--- config.mk ---
export PLATFORM = sky130hd
export DESIGN_NAME = muntjac_fetch_queue
export DESIGN_NICKNAME = d
export VERILOG_FILES = /design/src/rtl/muntjac_pkg.sv /design/src/rtl/muntjac_fetch_queue.sv
export SDC_FILE = /design/constraint.sdc
export NUM_CORES = 1
export LEC_CHECK = 0
export CAP_MARGIN = 20
export CORE_MARGIN = 3
export CORE_UTILIZATION = 51
export DETAILED_ROUTE_END_ITERATION = 10
export GPL_TIMING_DRIVEN = 0
export PLACE_DENSITY = 0.83
export SETUP_SLACK_MARGIN = 0.1
export SLEW_MARGIN = 20
export SYNTH_ARGS = -nofsm -noshare
export SYNTH_HDL_FRONTEND = slang
export SYNTH_SLANG_ARGS = --single-unit
--- constraint.sdc ---
create_clock -name clk_i -period 3.71 [get_ports clk_i]
set_input_delay 0.5565 -clock clk_i [delete_from_list [all_inputs] [get_ports clk_i]]
set_output_delay 0.5565 -clock clk_i [all_outputs]
set_load 0.005 [all_outputs]
--- src/rtl/muntjac_pkg.sv ---
// Shared frontend types for the Muntjac core.
//   if_reason_e   : why the frontend issued a fetch
//   exc_cause_e   : exception cause codes (instruction-side subset)
//   fetch_entry_t : one complete fetch record (request side + response side),
//                   the unit of storage in the fetch queue and the unit the
//                   instruction aligner consumes.
package muntjac_pkg;

    typedef enum logic [3:0] {
        IF_PREFETCH     = 4'h0,
        IF_PREDICT      = 4'h1,
        IF_MISPREDICT   = 4'h2,
        IF_PROT_CHANGED = 4'h3,
        IF_SATP_CHANGED = 4'h4,
        IF_FENCE_I      = 4'h5
    } if_reason_e;

    typedef enum logic [3:0] {
        EXC_CAUSE_INSN_ADDR_MISA     = 4'd0,
        EXC_CAUSE_INSTR_ACCESS_FAULT = 4'd1,
        EXC_CAUSE_ILLEGAL_INSN       = 4'd2,
        EXC_CAUSE_BREAKPOINT         = 4'd3,
        EXC_CAUSE_INSTR_PAGE_FAULT   = 4'd12
    } exc_cause_e;

    // Widest PC a fetch entry can carry; narrower PCs are zero-extended.
    localparam int unsigned FetchPcMax = 64;

    typedef struct packed {
        logic [FetchPcMax-1:0] pc;
        if_reason_e            reason;
        logic [1:0]            strb;
        logic [31:0]           instr;
        logic                  exception;
        exc_cause_e            ex_code;
    } fetch_entry_t;

endpackage

--- src/rtl/muntjac_fetch_queue.sv ---
// Fetch-response queue between the I$ interface and the instruction aligner.
// Up to Depth requests may be outstanding. A request reserves an entry
// (pc/reason/strb); the in-order response later fills it (instr/exception/
// ex_code); the aligner pops filled entries from the head. After a redirect
// flush, responses belonging to the old epoch are discarded by a drop counter.
//
// Ports:
//   clk_i, rst_ni                      clock, asynchronous active-low reset
//   req_ready_o                        a new I$ request may be issued
//   req_valid_i/pc/reason/strb         I$ request issued this cycle
//   resp_valid_i/instr/exception/code  I$ response (always accepted)
//   flush_i                            discard all queued and in-flight fetches
//   out_valid_o/out_ready_i            head entry handshake to the aligner
//   out_pc/reason/strb/instr/exception/ex_code_o  head entry fields
module muntjac_fetch_queue
    import muntjac_pkg::*;
#(
    parameter int unsigned Depth       = 4,
    parameter bit          FallThrough = 1'b1,
    parameter int unsigned PcLen       = 64
) (
    input  logic             clk_i,
    input  logic             rst_ni,

    output logic             req_ready_o,
    input  logic             req_valid_i,
    input  logic [PcLen-1:0] req_pc_i,
    input  if_reason_e       req_reason_i,
    input  logic [1:0]       req_strb_i,

    input  logic             resp_valid_i,
    input  logic [31:0]      resp_instr_i,
    input  logic             resp_exception_i,
    input  exc_cause_e       resp_ex_code_i,

    input  logic             flush_i,

    output logic             out_valid_o,
    input  logic             out_ready_i,
    output logic [PcLen-1:0] out_pc_o,
    output if_reason_e       out_reason_o,
    output logic [1:0]       out_strb_o,
    output logic [31:0]      out_instr_o,
    output logic             out_exception_o,
    output exc_cause_e       out_ex_code_o
);

    localparam int unsigned AW = $clog2(Depth);
    localparam int unsigned PW = AW + 1;             // pointer with wrap bit
    localparam int unsigned DW = $clog2(Depth + 1);  // drop counter holds 0..Depth
    localparam int unsigned SW = ((PW > DW) ? PW : DW) + 1;

    logic [PW-1:0] r_wr;
    logic [PW-1:0] r_fill;
    logic [PW-1:0] r_rd;
    logic [DW-1:0] r_drop_cnt;
    fetch_entry_t  r_mem [Depth];

    logic [PW-1:0] w_occupancy;
    logic [PW-1:0] w_unfilled;
    logic [SW-1:0] w_budget;
    logic          w_fire;
    logic          w_dropping;
    logic          w_resp_take;
    logic          w_empty;
    logic          w_ft;
    logic          w_pop;
    logic          w_store;
    logic [AW-1:0] w_wr_idx;
    logic [AW-1:0] w_fill_idx;
    logic [AW-1:0] w_rd_idx;
    logic [Depth-1:0] w_wr_en;
    logic [Depth-1:0] w_fill_en;
    fetch_entry_t  w_head;

    assign w_occupancy = r_wr - r_rd;
    assign w_unfilled  = r_wr - r_fill;

    // Entries owed to stale responses still count against capacity, so the
    // I$ can never have more than Depth requests in flight.
    assign w_budget    = SW'(w_occupancy) + SW'(r_drop_cnt);
    assign req_ready_o = (w_budget < SW'(Depth));
    assign w_fire      = req_valid_i && req_ready_o;

    assign w_dropping  = (r_drop_cnt != '0);
    assign w_resp_take = resp_valid_i && !w_dropping && !flush_i;
    assign w_empty     = (r_rd == r_fill);

    // Fall-through: the response is for the head entry (nothing filled ahead
    // of it), so it can be presented directly with the reserved pc fields.
    assign w_ft = FallThrough && w_empty && (w_unfilled != '0) && !w_dropping
                  && resp_valid_i && !flush_i;

    assign out_valid_o = !flush_i && (!w_empty || w_ft);
    assign w_pop       = out_valid_o && out_ready_i;

    // A fall-through response consumed in the same cycle never needs storing.
    assign w_store     = w_resp_take && !(w_ft && out_ready_i);

    // A request in the flush cycle starts the new epoch at entry 0.
    assign w_wr_idx   = flush_i ? '0 : r_wr[AW-1:0];
    assign w_fill_idx = r_fill[AW-1:0];
    assign w_rd_idx   = r_rd[AW-1:0];

    for (genvar gi = 0; gi < Depth; gi++) begin : g_en
        assign w_wr_en[gi]   = w_fire  && (w_wr_idx   == AW'(gi));
        assign w_fill_en[gi] = w_store && (w_fill_idx == AW'(gi));
    end

    always_ff @(posedge clk_i or negedge rst_ni) begin
        if (!rst_ni) begin
            r_wr       <= '0;
            r_fill     <= '0;
            r_rd       <= '0;
            r_drop_cnt <= '0;
        end else if (flush_i) begin
            r_wr       <= PW'(w_fire);
            r_fill     <= '0;
            r_rd       <= '0;
            // Every unfilled reservation becomes a stale response; one arriving
            // right now is the oldest of them and is consumed immediately.
            r_drop_cnt <= r_drop_cnt + DW'(w_unfilled) - DW'(resp_valid_i);
        end else begin
            r_wr       <= r_wr   + PW'(w_fire);
            r_fill     <= r_fill + PW'(w_resp_take);
            r_rd       <= r_rd   + PW'(w_pop);
            r_drop_cnt <= r_drop_cnt - DW'(resp_valid_i && w_dropping);
        end
    end

    always_ff @(posedge clk_i or negedge rst_ni) begin
        if (!rst_ni) begin
            for (int i = 0; i < Depth; i++) begin
                r_mem[i] <= '0;
            end
        end else begin
            for (int i = 0; i < Depth; i++) begin
                if (w_wr_en[i]) begin
                    r_mem[i].pc     <= FetchPcMax'(req_pc_i);
                    r_mem[i].reason <= req_reason_i;
                    r_mem[i].strb   <= req_strb_i;
                end
                if (w_fill_en[i]) begin
                    r_mem[i].instr     <= resp_instr_i;
                    r_mem[i].exception <= resp_exception_i;
                    r_mem[i].ex_code   <= resp_ex_code_i;
                end
            end
        end
    end

    // When empty, rd == fill, so the head slot is also the slot the
    // fall-through response belongs to.
    assign w_head          = r_mem[w_rd_idx];
    assign out_pc_o        = w_head.pc[PcLen-1:0];
    assign out_reason_o    = w_head.reason;
    assign out_strb_o      = w_head.strb;
    assign out_instr_o     = w_ft ? resp_instr_i     : w_head.instr;
    assign out_exception_o = w_ft ? resp_exception_i : w_head.exception;
    assign out_ex_code_o   = w_ft ? resp_ex_code_i   : w_head.ex_code;

    // A response with nothing outstanding and nothing to drop is an I$ bug.
    a_resp_expected: assert property (@(posedge clk_i) disable iff (!rst_ni)
        !(resp_valid_i && !w_dropping && (w_unfilled == '0)));

endmodule

==> impl_metrics.ini, run 1 <==
[power_and_ir_drop]
swShare_pct = 26.1
vdd_drop_max_uv = 486
power.internal_uw = 13100
power_frac_comb_pct = 32.2
p_leak_uw = 0.0115
pwr-share-clk_pct = 27.9
power.switching_uw = 4640
sequentialPowerShare_pct = 39.9
power_density_mw_per_mm2 = 696

[run]
cap_violations = 0

[synth]
synth_area_mm2 = 0.0203
synthSimpleGateAreaFrac_pct = 0.752
synth_seq_area_share_pct = 54.3
synth_cells = 1162
synthAdderAreaFrac_pct = 1.22
synth_top_family_by_area = multiplexers
synth_area_leaders = dfrtp_1, mux2_2, mux4_2
synthMuxAreaShare_pct = 40.0
yosys_warnings = 0
ys_ff_latch = 440
yosysTopAreaCell = dfrtp_1
synth_top_area_share_pct = 54.3
synth-compound-area-share_pct = 0.796
synthesis.nets = 1293
syn_area_per_cell_um2 = 17.5
synth_xor_area_share_pct = 0.592
synth_cell_types = 32

[finish]
final_common_cell = dfrtp_1
nets = 1604
layout.cells.most_common_list = dfrtp_1, mux2_2, clkdlybuf4s50_1
drive_gt1_share_pct = 53.3
area_growth_pct = 26.0
final_area_mm2 = 0.0256

[global_routing]
grt_start_max_net_pins = 83
use_met3_pct = 5.36
grt_use_met2_pct = 35.9
grt_use_total_pct = 21.9
grt_pass1_vias = 12800
antenna_found_initial = 3
grt_pass1_wl_mm = 72.0
gr-total-overflow = 0
gr-usage-met1_pct = 29.4
grt-busiest-layer = met2

[worst_setup_path]
critPathSlowestCell = dfrtp_2
slowest_delay_ns = 0.42
crit_family = buffers and inverters
path_max_fanout = 5
worst-path-buf-inv = 5
setup.worst_path.start = r_fill[0]$_DFF_PN0_
critPathKind = reg -> out
end_kind = output pin
path_common_cell = buf_6
start_kind = register
crit_chain = ha_4, fa_2, xnor3_2, a2111oi_4, and2_1, buf_6, buf_12, buf_16, buf_6, mux2_4, buf_6
cp.required_ns = 3.15
worstReg2RegStart = r_wr[0]$_DFF_PN0_
arrival_ns = 3.26

[hold_path]
hold_path.class = reg -> reg
hp-start = r_mem[68]$_DFFE_PN0P_

[run_status]
violations = negative setup slack
status = finished, violations left

[placed_design]
dp_hpwl_mm = 29.4
place_ws_ns = -1.60
io_buffers = 220
gp_congestion = 0.740
dpl_cell_area_mm2 = 0.0233

[drt]
ant_nets = 0
finalWirelength_mm = 45.4
post_drt_wl_per_cell_um = 22.4
first_pass_iters = 4
drc = 0
dr.first_iter.drc_count = 471
route.vias.total = 11400
via_per_inst = 5.63

[sta]
fmax_mhz = 262
fin_ws_ns = -0.106
period_minus_slack_ns = 3.82
tightestPinTransition_ns = 0.938
timing.setup.tns_ns = -1.03
hold_violations = 0
finalCritPeriodShare_pct = 103
grt_setup_unrepaired = yes
setup_viol = 21
skew_ns = 0.0238
slew_headroom_pct = 37.5
report.final.slew_viol_count = 0

[cts]
htree_levels = 2
cts_buffer_depth = 3
clk_latency_ns = 0.58
cts.sink_count = 440
clk_pin_slew_ns = 0.06
numCtsBuffers = 47
cts_tree = built
cts_root_buf = clkbuf_16

[die]
pin_count = 222
dieArea_mm2 = 0.0422
die_w_um = 205
coreArea_mm2 = 0.0390
rows = 72
start_util_pct = 52.0
die_h_um = 205
==> power by group through the flow <==
stage | clock [uW] | sequential (uW) | combinational (uW)
final | 4960 | 7100 | 5730
after CTS | 5060 | 7080 | 5680
after global routing | 5280 | 7260 | 6160
after global placement | 0 | 7050 | 5280
after floorplan | 0 | 6860 | 3290
after detailed placement | 0 | 7140 | 5460
==> state kept, by name (all words and copies together) (netlist names) <==
signal      cells
r_wr            3
r_fill          3
r_rd            3
r_mem         428
r_drop_cnt      3
==> metal layers <==
layer,share of wire (%),up-vias
met3,5.9,67
met1,43,6121
li1,-,4979
met2,49,242
met5,0.075,-
met4,1.9,4
==> timing repair <==
action / 4_1_cts / 5_1_grt
gates resized for setup: 260 / 60
hold endpoints to repair: 67 / 0
endpoints found under the setup margin: 392 / 195
setup buffers: 21 / 14
pin swaps: 7 / 8
cloned: 2 / 0
hold buffers: 1 / 0
==> layout make-up <==
class,instances,area (um2)
Antenna cell,1,2.50
Sequential cell,440,11000
Clock buffer,66,1350
Inverter,11,41.3
Tap cell,518,648
Clock inverter,18,293
Multi-Input combinational cell,639,8990
Timing Repair Buffer,262,2670
Fill cell,2628,13400
Buffer,72,558
==> path summary, 6_finish.rpt <==
check | end | cells past startpoint | slack (ns)
setup / recovery | out_ex_code_o[2] | 11 | -0.11
hold / removal | r_mem[68]$_DFFE_PN0P_ | 1 | 0.50
setup reg to reg | r_mem[64]$_DFFE_PN0P_ | 16 | 0.30
hold reg to reg | r_mem[68]$_DFFE_PN0P_ | 1 | 0.50
max in group asynchronous | r_mem[182]$_DFFE_PN0P_ | 4 | 1.94
min in group asynchronous | r_mem[332]$_DFFE_PN0P_ | 2 | 0.53
==> per-stage QoR <==
stage	util [%]	power (uW)	hold slack, ns	std cells
CTS	65.2	17800	0.501	2013
global placement	59.3	12300	0.481	1900
detailed placement	59.7	12600	0.487	1905
finish	65.6	17800	0.498	2027
floorplan	-	10100	0.261	1162
global route	65.6	18700	0.512	2027
==> kinds of logic (layout without fill, tap and decap cells) <==
kind of cell               count (synthesis)  after routing
muxes                                    574            574
DFF                                      440            440
buffers and inverters                     83            429
and+or+nand+nor                           26             26
adders and majority gates                 18             18
xor gates and xnor gates                  12             12
AOI/OAI and AO/OA                          9              9
other                                      0              1
==> Yosys cell counts <==
library cell	n
nor3b_1	1
buf_6	14
buf_12	3
buf_8	1
ha_1	15
nor2_1	7
nand4b_1	2
o21ai_1	1
nor3_1	2
and2_1	1
xor2_1	6
nand3b_1	1
nand3_1	1
mux2i_1	1
xnor2_1	5
a21oi_1	1
mux2_2	346
inv_1	11
dfrtp_1	440
o21ai_0	1
nand2_1	1
mux4_2	107
buf_1	9
nor2b_1	7
a2111oi_4	5
fa_1	3
a2111oi_0	1
clkbuf_1	45
xnor3_2	1
and2_2	1
and3b_1	2
mux2_4	120
Power figures use the tool's default switching activity.
==> run 2, diff against run 1 <==
Settings changed: CORE_UTILIZATION 51 to 57, PLACE_DENSITY 0.83 to 0.87.
Clock period 3.71 ns to 3.7 ns, I/O delays scaled along.
==> impl_metrics.ini, run 2 (synthesized netlist as in run 1, its figures left out) <==
[sta]
tightestPinTransition_ns = 0.981
finalCritPeriodShare_pct = 102
skew_ns = 0.0192
slew_headroom_pct = 34.6
setup_viol = 35
report.final.slew_viol_count = 0
fmax_mhz = 265
period_minus_slack_ns = 3.77
fin_ws_ns = -0.0709
grt_setup_unrepaired = yes
hold_violations = 0

[placed_design]
dpl_cell_area_mm2 = 0.0232
place_ws_ns = -1.47
io_buffers = 220
gp_congestion = 0.761
dp_hpwl_mm = 29.1
dpl.cell_count = 1841

[run_status]
status = finished, violations left
violations = negative setup slack

[drt]
drc = 0
via_per_inst = 5.84
dr.first_iter.drc_count = 419
route.vias.total = 11500
finalWirelength_mm = 46.4
post_drt_wl_per_cell_um = 23.6
ant_nets = 0
first_pass_iters = 4

[global_routing]
grt_pass1_wl_mm = 74.8
grt_start_max_net_pins = 105
grt_pass1_vias = 13100
grt_use_total_pct = 25.0
gr-total-overflow = 0
antenna_found_initial = 7

[power_and_ir_drop]
swShare_pct = 26.1
vdd_drop_max_uv = 482
sequentialPowerShare_pct = 40.1
power.internal_uw = 13200
power.switching_uw = 4650
p_leak_uw = 0.0115
power_frac_comb_pct = 32.9
power_uw = 17800
pwr-share-clk_pct = 27.0
power_density_mw_per_mm2 = 697

[run]
cap_violations = 0

[die]
die_w_um = 195
rows = 68
start_util_pct = 58.3
dieArea_mm2 = 0.0379
pin_count = 222
die_h_um = 195
coreArea_mm2 = 0.0348

[worst_setup_path]
path_common_cell = buf_12
crit_chain = inv_2, ha_4, fa_2, xnor3_2, a2111oi_4, and2_4, buf_12, buf_12, buf_12, mux2_4, buf_6
path_max_fanout = 7
slowest_delay_ns = 0.39
r2r_end = r_mem[63]$_DFFE_PN0P_
setup.worst_path.start = r_wr[0]$_DFF_PN0_
cp.required_ns = 3.14
worstReg2RegStart = r_rd[1]$_DFF_PN0_
reg2reg_slack_ns = 0.30
worst-path-buf-inv = 5
arrival_ns = 3.22
critPathSlowestCell = a2111oi_4
end_kind = output pin
crit_family = buffers and inverters
reg2regPathDepth = 15
endpoint = out_instr_o[30]
worst-path-stages = 11
start_kind = register
critPathKind = reg -> out

[finish]
final_area_mm2 = 0.0256
final_cell_count_no_fill = 1967
largest_register = r_mem
nets = 1606
final_common_cell = dfrtp_1
drive_gt1_share_pct = 53.2
largest_reg_flops = 428
area_growth_pct = 26.0
layout.cells.most_common_list = dfrtp_1, mux2_2, clkdlybuf4s50_1

[cts]
numCtsBuffers = 46
cts_tree = built
cts_root_buf = clkbuf_16
cts_buffer_depth = 3
cts.sink_count = 440
htree_levels = 2
clk_pin_slew_ns = 0.06
clk_latency_ns = 0.57

[hold_path]
hold_path.class = in -> async
==> run 2: changes by cell type in the layout (fill, tap and decap cells not counted), moves of 3 or more <==
cell and delta:
buf_8 +3, buf_6 +16, buf_2 -9, buf_4 -7, clkbuf_1 +3
==> run 2: per-stage QoR <==
stage | TNS [ns] | utilization (%) | hold slack (ns)
4_1_cts | -1.87 | 73.2 | 0.501
2_1_floorplan | 0 | - | 0.259
3_5_place_dp | -406.72 | 66.6 | 0.488
3_3_place_gp | -7520.60 | 66.3 | 0.481
6_report | -1.81 | 73.4 | 0.498
5_1_grt | -5.09 | 73.4 | 0.509
==> run 2: final cells by class <==
class,count,area (um2)
Inverter,11,41.3
Sequential cell,440,11000
Antenna cell,3,7.51
Fill cell,2044,9250
Tap cell,455,569
Clock inverter,14,224
Clock buffer,68,1350
Timing Repair Buffer,265,2810
Buffer,72,553
Multi-Input combinational cell,639,8990
==> run 2: how the worst min path moves through the flow <==
stage | startpoint | to | slack, ns | depth (start not counted)
after floorplan | rst_ni | r_drop_cnt[0]$_DFF_PN0_ | 0.26 | 0
after global placement | r_mem[185]$_DFFE_PN0P_ | r_mem[185]$_DFFE_PN0P_ | 0.48 | 1
after detailed placement | r_mem[185]$_DFFE_PN0P_ | r_mem[185]$_DFFE_PN0P_ | 0.49 | 1
after CTS | r_mem[185]$_DFFE_PN0P_ | r_mem[185]$_DFFE_PN0P_ | 0.50 | 1
after global routing | r_mem[210]$_DFFE_PN0P_ | r_mem[210]$_DFFE_PN0P_ | 0.51 | 1
final | rst_ni | r_mem[338]$_DFFE_PN0P_ | 0.50 | 2
==> run 2: power groups by stage <==
| stage | Combinational [uW] | Clock, uW | Sequential, uW |
|---|---|---|---|
| 6_report | 5850 | 4810 | 7140 |
| 5_1_grt | 6270 | 5090 | 7310 |
| 4_1_cts | 5850 | 4900 | 7110 |
| 3_5_place_dp | 5470 | 0 | 7170 |
| 3_3_place_gp | 5260 | 0 | 7080 |
| 2_1_floorplan | 3300 | 0 | 6880 |
==> run 2: timing repair <==
| item | 4_1_cts | 5_1_grt |
|---|---|---|
| resized for setup | 330 | 22 |
| hold buffers | 1 | 0 |
| gates cloned | 3 | 0 |
| pin swaps | 7 | 7 |
| endpoints found under the hold margin | 62 | 0 |
| setup buffers | 30 | 10 |
| endpoints found under the setup margin | 392 | 369 |
==> run 2: routing by layer <==
| metal | part of all wire [%] | wire (um) | global-route usage [%] | up-vias |
|---|---|---|---|---|
| met5 | 0.13 | 61 | 0 | - |
| met2 | 50 | 23200 | 42.0 | 298 |
| met3 | 7.1 | 3280 | 7.49 | 89 |
| li1 | - | - | - | 4988 |
| met4 | 2.7 | 1270 | 8.43 | 8 |
| met1 | 40 | 18500 | 31.4 | 6104 |
